==> src/rtl/direction_pkg.sv <==
// rtl/direction_pkg.sv - shared direction/FSM encodings for the direction encoder and display
// Contents: dir_t command code, state_t FSM states, press_t button classification,
//           classify() and onehot_dir() helpers.
package direction_pkg;

  typedef enum logic [1:0] {
    FWD   = 2'b00,
    REV   = 2'b01,
    LEFT  = 2'b10,
    RIGHT = 2'b11
  } dir_t;

  typedef enum logic [1:0] {
    IDLE   = 2'b00,
    ACTIVE = 2'b01,
    HOLD   = 2'b10
  } state_t;

  typedef enum logic [1:0] {
    PRESS_NONE   = 2'b00,
    PRESS_SINGLE = 2'b01,
    PRESS_MULTI  = 2'b10
  } press_t;

  // none = no bit set, single = exactly one bit set, multi = anything else
  function automatic press_t classify(input logic [3:0] v);
    int n;
    n = 0;
    for (int i = 0; i < 4; i++) begin
      n = n + int'(v[i]);
    end
    if (n == 0) begin
      return PRESS_NONE;
    end else if (n == 1) begin
      return PRESS_SINGLE;
    end else begin
      return PRESS_MULTI;
    end
  endfunction

  // Only meaningful for a one-hot input; callers gate it with classify()
  function automatic dir_t onehot_dir(input logic [3:0] v);
    case (v)
      4'b0010: return REV;
      4'b0100: return LEFT;
      4'b1000: return RIGHT;
      default: return FWD;
    endcase
  endfunction

endpackage

==> src/rtl/debouncer.sv <==
// rtl/debouncer.sv - two-flop synchroniser plus per-bit debounce counter
// Ports: clk, reset (async, active-high), btn (raw async button bit),
//        db (debounced, synchronised button level).
module debouncer #(
  parameter int DEBOUNCE_CYCLES = 50000
) (
  input  logic clk,
  input  logic reset,
  input  logic btn,
  output logic db
);

  localparam int CW = $clog2(DEBOUNCE_CYCLES + 1);
  localparam logic [CW-1:0] LAST = CW'(DEBOUNCE_CYCLES - 1);

  logic          sync1;
  logic          sync2;
  logic [CW-1:0] cnt;

  // cnt counts consecutive cycles where sync2 disagrees with db. On the
  // DEBOUNCE_CYCLES-th such cycle db flips and cnt returns to 0, so the
  // counter tops out at LAST and can never wrap.
  always_ff @(posedge clk or posedge reset) begin
    if (reset) begin
      sync1 <= 1'b0;
      sync2 <= 1'b0;
      db    <= 1'b0;
      cnt   <= '0;
    end else begin
      sync1 <= btn;
      sync2 <= sync1;
      if (sync2 == db) begin
        cnt <= '0;
      end else if (cnt >= LAST) begin
        db  <= sync2;
        cnt <= '0;
      end else begin
        cnt <= cnt + 1'b1;
      end
    end
  end

endmodule

==> src/rtl/direction_encoder.sv <==
// rtl/direction_encoder.sv - debounced 4-button to direction command encoder with hold-off
// Ports: clk, reset (async, active-high), btn[3:0] (fwd/rev/left/right, raw),
//        direc[1:0] (latched dir_t code), enable (command valid),
//        cmd_strobe (one-cycle pulse per newly latched command).
import direction_pkg::*;

module direction_encoder #(
  parameter int DEBOUNCE_CYCLES = 50000,
  parameter int HOLD_CYCLES     = 25000000
) (
  input  logic       clk,
  input  logic       reset,
  input  logic [3:0] btn,
  output logic [1:0] direc,
  output logic       enable,
  output logic       cmd_strobe
);

  localparam int HW = (HOLD_CYCLES > 1) ? $clog2(HOLD_CYCLES) : 1;
  localparam logic [HW-1:0] HOLD_LOAD = HW'(HOLD_CYCLES - 1);

  logic [3:0]    db_vec;
  press_t        press;
  dir_t          press_dir;

  state_t        state;
  state_t        next_state;
  dir_t          direc_q;
  dir_t          next_direc;
  logic [HW-1:0] hold_cnt;
  logic [HW-1:0] next_hold;
  logic          next_enable;
  logic          next_strobe;

  for (genvar i = 0; i < 4; i++) begin : g_db
    debouncer #(
      .DEBOUNCE_CYCLES(DEBOUNCE_CYCLES)
    ) u_db (
      .clk  (clk),
      .reset(reset),
      .btn  (btn[i]),
      .db   (db_vec[i])
    );
  end

  assign press     = classify(db_vec);
  assign press_dir = onehot_dir(db_vec);

  // State register; all outputs are registered alongside the state
  always_ff @(posedge clk or posedge reset) begin
    if (reset) begin
      state      <= IDLE;
      direc_q    <= FWD;
      hold_cnt   <= '0;
      enable     <= 1'b0;
      cmd_strobe <= 1'b0;
    end else begin
      state      <= next_state;
      direc_q    <= next_direc;
      hold_cnt   <= next_hold;
      enable     <= next_enable;
      cmd_strobe <= next_strobe;
    end
  end

  // Next-state logic. Multi-press never alters direc in any state.
  always_comb begin
    next_state = state;
    next_direc = direc_q;
    next_hold  = hold_cnt;
    case (state)
      IDLE: begin
        if (press == PRESS_SINGLE) begin
          next_state = ACTIVE;
          next_direc = press_dir;
        end
      end
      ACTIVE: begin
        if (press == PRESS_SINGLE) begin
          next_direc = press_dir;
        end else if (press == PRESS_NONE) begin
          next_state = HOLD;
          next_hold  = HOLD_LOAD;
        end
      end
      HOLD: begin
        if (press == PRESS_SINGLE) begin
          next_state = ACTIVE;
          next_direc = press_dir;
        end else if (hold_cnt == '0) begin
          next_state = IDLE;
        end else begin
          next_hold = hold_cnt - 1'b1;
        end
      end
      default: begin
        next_state = IDLE;
      end
    endcase
  end

  // Output logic. A strobe marks either a fresh command out of IDLE or a
  // change of the latched code; re-pressing the same button never strobes.
  always_comb begin
    next_enable = (next_state != IDLE);
    next_strobe = 1'b0;
    if (state == IDLE && next_state == ACTIVE) begin
      next_strobe = 1'b1;
    end else if (next_state == ACTIVE && next_direc != direc_q) begin
      next_strobe = 1'b1;
    end
  end

  assign direc = direc_q;

endmodule

==> config.mk <==
export PLATFORM = sky130hd
export DESIGN_NAME = direction_encoder
export DESIGN_NICKNAME = d
export VERILOG_FILES = /design/src/rtl/direction_pkg.sv /design/src/rtl/debouncer.sv /design/src/rtl/direction_encoder.sv
export SDC_FILE = /design/constraint.sdc
export NUM_CORES = 1
export LEC_CHECK = 0
export BUFFER_PORTS_ARGS = -buffer_cell sky130_fd_sc_hd__buf_4
export CAP_MARGIN = 20
export CORE_ASPECT_RATIO = 1.1
export CORE_MARGIN = 3
export CORE_UTILIZATION = 35
export DETAILED_ROUTE_END_ITERATION = 8
export PLACE_DENSITY = 0.59
export SETUP_SLACK_MARGIN = 0.15
export SLEW_MARGIN = 0
export SYNTH_ARGS = -nofsm -noshare
export SYNTH_HDL_FRONTEND = slang
export SYNTH_SLANG_ARGS = --single-unit
==> constraint.sdc <==
create_clock -name clk -period 5.18 [get_ports clk]
set_clock_uncertainty 0.05 [all_clocks]
set_input_delay 1.036 -clock clk [delete_from_list [all_inputs] [get_ports clk]]
set_output_delay 1.036 -clock clk [all_outputs]
set_load 0.02 [all_outputs]
# Yosys cells after proc, flatten, opt, wreduce, memory -nomap -nowiden
# Cells that the tools add are included.
dict set report op_classes {
  n_addsub 8
  order_cmp 4
  eq_ne 17
  muxes 26
  bitwise_logic 4
  reduce_logical 14
}
# operator n
set op_table {}
lappend op_table {{two-way mux 16 bit} 8}
lappend op_table {{two-way mux 25 bit} 4}
lappend op_table {{adder 16 x 1 -> 16 bit, second input constant} 4}
lappend op_table {{>= comparator 16 bit, second input constant} 4}
lappend op_table {{case mux 25 bit (2 select lines)} 1}
lappend op_table {{logical NOT 32 bit} 1}
lappend op_table {{logical NOT 25 bit} 1}
lappend op_table {{subtractor 25 x 1 -> 25 bit, second input constant} 1}
lappend op_table {{two-way mux 2 bit} 9}
lappend op_table {{case mux 2 bit (3 select lines)} 2}
lappend op_table {{!= test 2 bit, second input constant} 4}
lappend op_table {{AND reduction 2 bit} 4}
lappend op_table {{== test 2 x 1 -> 1 bit, second input constant} 3}
lappend op_table {{AND reduction 5 bit} 1}
lappend op_table {{adder 3 x 1 -> 4 bit} 1}
lappend op_table {{== test 1 bit} 4}
lappend op_table {{== test 4 x 1 -> 1 bit, second input constant} 1}
lappend op_table {{== test 4 x 2 -> 1 bit, second input constant} 1}
lappend op_table {{== test 4 x 3 -> 1 bit, second input constant} 1}
lappend op_table {{== test 4 bit, second input constant} 1}
lappend op_table {{logical NOT 2 bit} 2}
lappend op_table {{inverter 1 bit} 4}
lappend op_table {{nonzero test 2 bit} 2}
lappend op_table {{adder 2 x 1 -> 3 bit} 1}
lappend op_table {{other kinds (6)} 8}
dict set report totals {
  reg_bits 107
  input_bits 6
  output_inout_bits 4
}

# Longest topological paths before layout
dict set report depth {
  depth_word 14
  ltp_mapped 13
}

# Cells and area by module
# Synthesis repeated with hierarchy kept, for this count alone.
dict set report hier_totals {
  hier_cells 587
  hier_area_um2 5691.7
}
# mod n_inst cells_per_inst area_each_um2
set modules_own_cells {}
lappend modules_own_cells {debouncer 4 88 890.9}
lappend modules_own_cells {direction_encoder 1 235 2128.3}

# Least setup slack after synthesis
# Ideal clock, no wire load.
dict set report synth_path {
  kind {flip-flop to flip-flop}
  start {reg g_db[3].u_db.db}
  end {reg hold_cnt[21]}
  setup_ns 0.131
  t_arrival_ns 3.008
  setup_slack_ns 1.990
  path_stages_with_launch 13
  path_buffers 2
  synth_period_minus_slack_ns 3.190
  cell_sequence {dfrtp_1 -> clkbuf_1 -> inv_1 -> fa_1 -> inv_1 -> ha_1 -> ha_1 -> or3b_2 -> clkbuf_1 -> and3_1 -> o211ai_2 -> nor4_1 -> or3_1}
}
dict set report synth_between {
  elab_chain_len 7
  elab_cells_between_ends 11
  classes_between {add/sub: 1; eq/ne: 5; mux: 2; reduce/logical: 3}
}
# element line_no
set synth_rtl {}
lappend synth_rtl {{start: declaration} debouncer.sv:10} ;# output logic db
lappend synth_rtl {{start signal: assignment} debouncer.sv:35} ;# db <= sync2;
lappend synth_rtl {{adder 3 x 1 -> 4 bit (*)} direction_pkg.sv:30} ;# n = n + int'(v[i]);
lappend synth_rtl {{== test 4 x 1 -> 1 bit} direction_pkg.sv:34} ;# end else if (n == 1) begin
lappend synth_rtl {{two-way mux 2 bit} direction_pkg.sv:34}
lappend synth_rtl {{two-way mux 2 bit (*)} direction_pkg.sv:32} ;# if (n == 0) begin
lappend synth_rtl {{== test 2 x 1 -> 1 bit / logical NOT 2 bit (equally long branches)} {direction_encoder.sv:79, direction_encoder.sv:87, direction_encoder.sv:81}}
lappend synth_rtl {{!= test 2 bit (no source line)} -}
lappend synth_rtl {{AND reduction 5 bit (no source line) (*)} -}
lappend synth_rtl {{end signal: assignment} direction_encoder.sv:60} ;# hold_cnt <= next_hold;
lappend synth_rtl {{end: declaration} direction_encoder.sv:30} ;# logic [HW-1:0] hold_cnt;
# Mark *: on every way between the ends. The rest lies on a longest branch, timed or not.
# A chain may end at the register's enable or synchronous reset.

# Final worst setup path
# Same ends and word-level chain as after synthesis.

==> impl_metrics.ini <==
[routing]
vias = 3816
via_per_inst = 5.12
first_pass_iters = 4
dr.first_iter.drc_count = 184
ant_nets = 0
wl_um = 9800
routedWlPerCell_um = 13.1
route.detailed.drc = 0

[clocking]
cts_resized = 0
clk_pin_slew_worst_paths_ns = 0.07
cts_tree = done
clock_sinks = 107
cts-htree-levels = 3
clkLatencyLatePin_ns = 0.35
post-cts-setup-buffers = 0
cts_hold_buf = 0
cts_root_buf = clkbuf_16
cts_buffers = 9
cts.path.max_buffers = 2

[timing]
worst_pin_slew_ns = 0.846
timing.fmax_mhz = 299
slew_violations = 0
finalCriticalPeriod_ns = 3.35
max_slew_margin_pct = 43.6
finalCritPeriodShare_pct = 64.6
setup_viol = 0
setup_tns_ns = 0
rsz0062_at_grt = no
hold_violations = 0

[die]
initial_utilization_pct = 36.3
rows = 46
die_area_sq_um = 16800
core_area_sq_um = 14700
fp.dieH_um = 135
num_io_pins = 10
die_x_um = 124

[setup_path]
cpPeakStageDelay_ns = 0.57
path_cells = inv_1 > fa_1 > inv_1 > ha_1 > ha_1 > or3b_2 > and3_1 > o211ai_2 > nor4_1 > or3_1
arrival_ns = 3.52
critPathCaptureType = flip-flop
setup.worst_path.class = reg -> reg
critical_path.max_fanout = 17
path_delay_family = simple AND/OR/NAND/NOR gates
start_kind = flip-flop
slowest_stage = or3b_2
worstPathRequired_ns = 5.36
critPathBufInv = 2

[power]
finalPower_mw = 1.56
p_sw_share_pct = 21.5
p_leak_nw = 2.69
p_sw_uw = 337
internal_power_mw = 1.23
p_per_area_nw_per_um2 = 267
vdd_ir_drop_max_mv = 0.118
power_frac_seq_pct = 54.7
combPwrFrac_pct = 2.7
clkPwrFrac_pct = 42.7

[job]
maxCapViolCount = 0

[placed_design]
placed_cell_area_sq_um = 5590
dp_hpwl_um = 6620
port_buffers = 9
gp_congestion = 0.789

[cells_and_area]
final_area_sq_um = 5870
fin_nets = 570
antennaDiodeCount = 0
drive_above_1_share_pct = 6.32
fillers = 1433
final_common_cell = dfrtp_1
final_cell_mix = dfrtp_1 (107), nor2_1 (84), nand3_1 (40), nand2_1 (39), xnor2_1 (38)
area_growth_pct = 10.1

[logic_synthesis]
synthArstFlopShare_pct = 100
synth_ff_type = dfrtp_1
ys_warn_count = 0
synthCells = 545
syn-cell-area_sq_um = 5330
syn-num-nets = 565
synth_seq_cells = 107
synthDistinctLibCells = 53
avgSynthCellArea_sq_um = 9.78
yosysSeqAreaShare_pct = 50.2
synth_edf_count = 0

[grt]
grt.total_usage_pct = 12.9
antenna_found_initial = 0
grt_pass1_vias = 3750
grt_overflow = 0
grt_pass1_wl_um = 17500
grt_max_degree = 71

[outcome]
status = finished, final reports clean

[min_path]
hold_class = reg -> reg
## registers in the layout, summed over array words and instances, names as in the netlist
signal and count:
state 2, hold_cnt 25, g_db.u_db.sync1 4, g_db.u_db.sync2 4, g_db.u_db.cnt 64, cmd_strobe 1, direc 2, g_db.u_db.db 4
enable 1
## power by group through the flow
stage | logic, mW | registers, mW | clock network, mW
4_1_cts | 0.0440 | 0.855 | 0.694
3_5_place_dp | 0.0439 | 0.872 | 0
3_3_place_gp | 0.0425 | 0.871 | 0
2_1_floorplan | 0.0331 | 0.869 | 0
5_1_grt | 0.0492 | 0.857 | 0.729
6_report | 0.0418 | 0.856 | 0.667
## worst reg2reg max path, cell delays in order, from the launching register on
cell and delay (ns):
dfrtp_1 0.49, inv_1 0.13, fa_1 0.49, inv_1 0.04, ha_1 0.17, ha_1 0.31, or3b_2 0.57, and3_1 0.26
o211ai_2 0.26, nor4_1 0.10, or3_1 0.36
## cell type report
| cell class | count | area [sq um] | area share [%] |
|---|---|---|---|
| Timing Repair Buffer | 11 | 82.6 | 1.41 |
| Sequential cell | 107 | 2680 | 45.6 |
| Inverter | 24 | 92.6 | 1.58 |
| Tap cell | 192 | 240 | 4.09 |
| Clock buffer | 10 | 229 | 3.90 |
| Clock inverter | 5 | 55.1 | 0.938 |
| Multi-Input combinational cell | 397 | 2490 | 42.5 |
## worst paths after layout
path,slack (ns),start,to,depth (start not counted)
max in group asynchronous,3.27,reset,hold_cnt[12]$_DFFE_PP0P_,3
min in group asynchronous,0.80,reset,g_db[1].u_db.cnt[0]$_DFF_PP0_,2
worst max register to register,1.83,g_db[3].u_db.db$_DFFE_PP0P_,hold_cnt[21]$_DFFE_PP0P_,10
worst max-delay path,1.83,g_db[3].u_db.db$_DFFE_PP0P_,hold_cnt[21]$_DFFE_PP0P_,10
worst min register to register,0.30,g_db[2].u_db.sync1$_DFF_PP0_,g_db[2].u_db.sync2$_DFF_PP0_,0
worst min-delay path,0.30,g_db[2].u_db.sync1$_DFF_PP0_,g_db[2].u_db.sync2$_DFF_PP0_,0
## per-layer routing
layer	track usage (%)	share of wire, %	vias up
li1	-	-	1906
met1	17.7	50	1868
met2	19.6	45	32
met3	3.09	2.4	10
met4	4.92	1.7	0
met5	0	0	-
## cell usage after synthesis (2+ instances only)
| cell | instances | area share (%) |
|---|---|---|
| a211oi_1 | 6 | 0.84 |
| a21oi_1 | 10 | 0.94 |
| a31oi_1 | 6 | 0.70 |
| and3_1 | 15 | 1.8 |
| and4_1 | 3 | 0.49 |
| clkbuf_1 | 15 | 1.1 |
| dfrtp_1 | 107 | 50 |
| ha_1 | 13 | 3.1 |
| inv_1 | 24 | 1.7 |
| mux2i_1 | 2 | 0.38 |
| nand2_1 | 39 | 2.7 |
| nand2b_1 | 6 | 0.70 |
| nand3_1 | 40 | 3.8 |
| nand4_1 | 2 | 0.23 |
| nor2_1 | 84 | 5.9 |
| nor3_1 | 17 | 1.6 |
| nor4_1 | 10 | 1.2 |
| nor4b_1 | 5 | 0.82 |
| o21ai_0 | 10 | 0.94 |
| o31a_1 | 3 | 0.49 |
| o31ai_1 | 6 | 0.84 |
| o32a_1 | 2 | 0.38 |
| o41ai_1 | 2 | 0.33 |
| or2_1 | 2 | 0.23 |
| or3_1 | 10 | 1.2 |
| or3_2 | 2 | 0.28 |
| or3b_2 | 2 | 0.33 |
| or4_1 | 13 | 1.8 |
| xnor2_1 | 38 | 6.2 |
| xor2_1 | 28 | 4.6 |
## per-stage QoR
| stage | hold slack, ns | setup slack (ns) | instances | util [%] |
|---|---|---|---|---|
| global route | 0.321 | 1.66 | 746 | 40.0 |
| global placement | 0.312 | 1.92 | 731 | 38.1 |
| finish | 0.298 | 1.83 | 746 | 40.0 |
| floorplan | 0.281 | 1.28 | 545 | - |
| CTS | 0.299 | 1.83 | 746 | 40.0 |
| detailed placement | 0.289 | 1.84 | 731 | 38.1 |
## cells by family after synthesis
logic type,after synthesis,synth area share [%]
adder cells (fa/ha/maj),15,3.61
AND/OR/NAND/NOR,255,24.0
buffers and inverters,41,3.05
AO/OA/AOI/OAI,59,7.93
multiplexers,2,0.375
XOR/XNOR,66,10.8
flip-flops,107,50.2
(Power assumes the default switching activity.)
